$ cat config.mk
export PLATFORM = sky130hd
export DESIGN_NAME = wb_regfile
export DESIGN_NICKNAME = d
export VERILOG_FILES = /design/src/rtl/wb_regfile.sv
export SDC_FILE = /design/constraint.sdc
export NUM_CORES = 2
export LEC_CHECK = 0
export CAP_MARGIN = 5
export CORE_ASPECT_RATIO = 0.6
export CORE_MARGIN = 5
export CORE_UTILIZATION = 35
export CTS_CLUSTER_SIZE = 8
export DETAILED_ROUTE_END_ITERATION = 6
export HOLD_SLACK_MARGIN = 0.15
export PLACE_DENSITY = 0.49
export SYNTH_ARGS = -nofsm -noshare
export SYNTH_HDL_FRONTEND = slang
export SYNTH_SLANG_ARGS = --single-unit
export TNS_END_PERCENT = 20
$ cat constraint.sdc
create_clock -name clock -period 5.6 [get_ports clock]
set_input_delay 1.12 -clock clock [delete_from_list [all_inputs] [get_ports clock]]
set_output_delay 1.12 -clock clock [all_outputs]
set_load 0.02 [all_outputs]
$ cat src/rtl/wb_regfile.sv
// Write-back stage and 32-entry architectural register file with retired-write counter.
// Build option: define WB_BYPASS_EN for same-cycle write-through on both read ports.
module wb_regfile #(
    parameter int unsigned DATA_W = 32,
    parameter int unsigned ADDR_W = 5,
    parameter int unsigned CNT_W  = 32
) (
    input  logic              clock,
    input  logic              reset,
    input  logic              reg_write_in,
    input  logic [1:0]        s_data_write_in,
    input  logic [ADDR_W-1:0] num_write_in,
    input  logic [DATA_W-1:0] pc_4_in,
    input  logic [DATA_W-1:0] alu_in,
    input  logic [DATA_W-1:0] mem_in,
    input  logic [ADDR_W-1:0] rs_num,
    input  logic [ADDR_W-1:0] rt_num,
    output logic [DATA_W-1:0] rs_data,
    output logic [DATA_W-1:0] rt_data,
    output logic              wb_en,
    output logic [ADDR_W-1:0] wb_num,
    output logic [DATA_W-1:0] wb_data,
    output logic [CNT_W-1:0]  retire_count
);

    localparam int unsigned NUM_REGS = 2 ** ADDR_W;

    logic [DATA_W-1:0] regs_q [NUM_REGS];
    logic [CNT_W-1:0]  retire_count_q;
    logic [CNT_W-1:0]  retire_count_d;

    // Reserved select 2'b11 falls back to the ALU result.
    always_comb begin
        wb_data = alu_in;
        case (s_data_write_in)
            2'b01:   wb_data = mem_in;
            2'b10:   wb_data = pc_4_in;
            default: wb_data = alu_in;
        endcase
    end

    assign wb_en  = reg_write_in && (num_write_in != '0);
    assign wb_num = num_write_in;

    always_ff @(posedge clock or negedge reset) begin
        if (!reset) begin
            for (int i = 0; i < NUM_REGS; i++) begin
                regs_q[i] <= '0;
            end
        end else if (wb_en) begin
            regs_q[num_write_in] <= wb_data;
        end
    end

    always_comb begin
        retire_count_d = retire_count_q;
        if (wb_en) begin
            retire_count_d = retire_count_q + CNT_W'(1);
        end
    end

    always_ff @(posedge clock or negedge reset) begin
        if (!reset) begin
            retire_count_q <= '0;
        end else begin
            retire_count_q <= retire_count_d;
        end
    end

    assign retire_count = retire_count_q;

`ifdef WB_BYPASS_EN
    // Write-through is suppressed while reset holds so reads stay zero.
    logic bypass_ok;
    assign bypass_ok = wb_en && reset;

    always_comb begin
        rs_data = (rs_num == '0) ? '0 : regs_q[rs_num];
        rt_data = (rt_num == '0) ? '0 : regs_q[rt_num];
        if (bypass_ok && (rs_num == num_write_in)) begin
            rs_data = wb_data;
        end
        if (bypass_ok && (rt_num == num_write_in)) begin
            rt_data = wb_data;
        end
    end
`else
    always_comb begin
        rs_data = (rs_num == '0) ? '0 : regs_q[rs_num];
        rt_data = (rt_num == '0) ? '0 : regs_q[rt_num];
    end
`endif

endmodule
==> results.py <==
metrics = {
    "run_status": {
        "run_status": "finished, final reports clean",
    },
    "cts": {
        "root_buffer": "sky130_fd_sc_hd__clkbuf_16",
        "tritoncts": "done",
        "clock_path_buffers": 3,
        "htree_levels": 4,
        "tritoncts.num_buffers": 150,
        "clk_pin_slew_worst_paths_ps": 50,
        "post-cts-setup-buffer-count": 0,
        "clkLatencyLatePin_ps": 750,
        "ctsResizeCount": 0,
        "clock_sinks": 1056,
        "cts_hold_buf": 0,
    },
    "grt": {
        "first_global_vias": 39630,
        "grt_overflow_total": 0,
        "antenna_found_initial": 7,
        "grt_use_total_pct": 25.52,
        "grt_start_max_net_pins": 136,
        "grt_pass1_wl_um": 304400,
    },
    "floorplan": {
        "die_area_sq_um": 163000,
        "core.rowCount": 111,
        "die_w_um": 517.9,
        "fp.coreArea_sq_um": 153200,
        "die_y_um": 314.7,
        "initial_core_util_pct": 35.36,
        "io_pins": 250,
    },
    "yosys": {
        "synth.yosys.warnings": 0,
        "yosys_register_bits": 1056,
        "synthesis.area_per_instance_sq_um": 11.12,
        "netlist.area_leader.share_pct": 48.79,
        "synthesis.instances": 4872,
        "synth_fp_nets": 4991,
        "synthDistinctLibCells": 54,
        "ys_seq_area_share_pct": 48.79,
        "area_of_the_mapped_netlist_sq_um": 54170,
        "synth.top_cells.by_area": "sky130_fd_sc_hd__dfrtp_1 49%, sky130_fd_sc_hd__mux4_2 20%, sky130_fd_sc_hd__o21ai_0 8.4%",
        "synth_top_area_cell": "sky130_fd_sc_hd__dfrtp_1",
    },
    "sta": {
        "period_minus_slack_ps": 5422,
        "min_period_over_period_pct": 96.83,
        "grt_setup_unrepaired": "false",
        "setup_tns_ps": 0,
        "worst_slew_pin_slew_ps": 1315,
        "report.final.setup_viol": 0,
        "final_report_max_slew_violation_count": 0,
        "max_freq_mhz": 184.4,
        "slew_headroom_pct": 12.31,
        "hold_viol_final": 0,
        "timing.clock.skew_ps": 16.48,
    },
    "flow_run": {
        "count_of_maximum_capacitance_violations": 0,
    },
    "worst_hold_path": {
        "holdCritPathClass": "in -> async",
    },
    "critical_path": {
        "critPathKind": "in -> out",
        "ff2ff_setup_slack_ps": 3600,
        "critical_path.max_fanout": 13,
        "crit_path_end_kind": "output port",
        "crit_arrival_ps": 4300,
        "startpoint_type": "input port",
        "worst-endpoint-required_ps": 4480,
    },
    "finish": {
        "finalNetCount": 5080,
        "ratio_of_cells_with_drive_above_1_in_the_final_layout_pct": 20.80,
        "layout.cells.non_filler": 7012,
        "syn_to_final_growth_pct": 16.70,
    },
    "detailed_routing": {
        "drt-wirelength-per-cell_um": 29.91,
        "via_count": 40970,
        "finalWirelength_um": 209700,
        "routed_via_density": 5.842,
        "drt_iter0_markers": 4160,
        "antenna_left": 0,
        "drc": 0,
        "number_of_detailed_routing_iterations_run_before_antenna_repair": 5,
    },
    "power_and_ir_drop": {
        "share_comb_of_total_power_pct": 20.1,
        "share_clk_of_total_power_pct": 36.1,
        "pwr_density_cell_nw_per_um2": 361.2,
        "pwr-share-seq_pct": 43.8,
        "p_switching_uw": 6966,
        "max-vdd-ir-drop_uv": 306.9,
        "p_int_uw": 15860,
        "leakagePower_uw": 0.02711,
        "report.power.total_uw": 22830,
        "netSwitchingFraction_pct": 30.51,
    },
    "placed_design": {
        "place.port_buffers": 249,
        "dp_cells": 6843,
        "post-dp-hpwl_um": 135300,
        "place.gp.congestion": 0.8558,
    },
}
-- cell families (layout without fill, tap and decap cells) --
group,count (synthesis),in the layout,share of synthesized area [%]
compound gates,1408,1408,14.76
flops,1056,1056,48.79
buf+inv,588,691,4.560
fa+ha+maj,3,3,0.06931
simple gates,1174,1174,8.921
other cells,0,3,0
xor+xnor,31,31,0.5013
mux,612,612,22.40
-- synth_stat cells (all sizes together) --
cell type  instances
nor4              11
o21ai            995
mux2i            129
nor2b             29
a21o               1
or3b               7
a2111oi            1
a211oi           118
nand3b             4
clkbuf           423
and2               3
nand2b             8
a21oi             96
and3               2
a211o             26
and3b              3
o22a               3
a22o              68
nand4              7
dfrtp           1056
nand3              7
ha                 3
or2                1
a2111o             1
inv               44
nor2              43
nor3b              4
and4               2
mux4             480
or3                2
a221oi             3
o221ai            39
xnor2             11
buf              121
o22ai             25
nor3              11
a22oi             32
mux2               3
xor2              20
nand2           1027
or4                3
-- state kept, by name (all words and copies together), names as in the netlist --
register,flops
regs_q,1024
retire_count,32
-- metal layers --
layer / track usage, % / vias to the layer above / part of all wire (%)
met5: 0 / - / 0.0038
met1: 37.64 / 21150 / 46
li1: - / 17870 / -
met4: 8.299 / 2 / 3.2
met3: 4.917 / 307 / 7.4
met2: 37.95 / 1641 / 44
-- final timing paths --
check / from / end / cells past startpoint
worst min register to register: regs_q[1021] / regs_q[1021] / 0
max in group asynchronous: reset / regs_q[319] / 2
worst max-delay path: rs_num[3] / rs_data[0] / 7
worst min-delay path: reset / regs_q[812] / 1
worst max register to register: retire_count[0] / retire_count[26] / 5
min in group clock: regs_q[1021] / regs_q[1021] / 0
-- critical path, cell delays in order --
cell                              delay [ps]
sky130_fd_sc_hd__clkdlybuf4s50_1         600
sky130_fd_sc_hd__buf_4                   260
sky130_fd_sc_hd__nor2b_4                 730
sky130_fd_sc_hd__buf_4                   440
sky130_fd_sc_hd__a21oi_1                 110
sky130_fd_sc_hd__a211oi_1                740
sky130_fd_sc_hd__buf_4                   280
-- placed cells by master, fill, tap and decap left out, drive strengths merged, types with 4 or more instances in the layout --
master	instances
xnor2	11
xor2	20
buf	288
dfrtp	1056
a211oi	118
nor2b	29
nor4	11
nor2	43
a22oi	32
nand3	7
nand3b	4
nand2b	8
nor3	11
nand4	7
inv	54
clkbuf	153
a21oi	96
or3b	7
o22ai	25
mux2i	129
nand2	1027
a22o	68
o221ai	39
o21ai	995
a211o	26
nor3b	4
mux4	480
clkdlybuf4s50	193
-- final cells by class --
type,instances,area (sq um)
Antenna cell,3,7.507
Sequential cell,1056,26430
Tap cell,2034,2545
Clock buffer,153,3817
Multi-Input combinational cell,3228,25640
Clock inverter,13,125.1
Inverter,44,165.2
Fill cell,14610,89980
Timing Repair Buffer,481,4487
-- per-stage QoR --
| step | instance area (sq um) | util (%) | setup slack [ps] | hold slack [ps] |
|---|---|---|---|---|
| floorplan | 54170 | - | 1629 | 441.3 |
| global placement | 59260 | 38.68 | 238.5 | 382.9 |
| detailed placement | 59260 | 38.68 | 212.0 | 384.2 |
| CTS | 63200 | 41.26 | 213.4 | 394.6 |
| global route | 63210 | 41.26 | 80.40 | 411.2 |
| finish | 63210 | 41.26 | 177.8 | 391.3 |
-- power groups by stage --
stage	clock (uW)	combinational [uW]	sequential (uW)
final	8240	4590	10000
after global routing	8730	5010	10100
after CTS	8390	4620	9950
after detailed placement	0	4620	10100
after global placement	0	4570	10000
after floorplan	0	2930	9730
No activity file was read; power rests on OpenSTA's default activity.
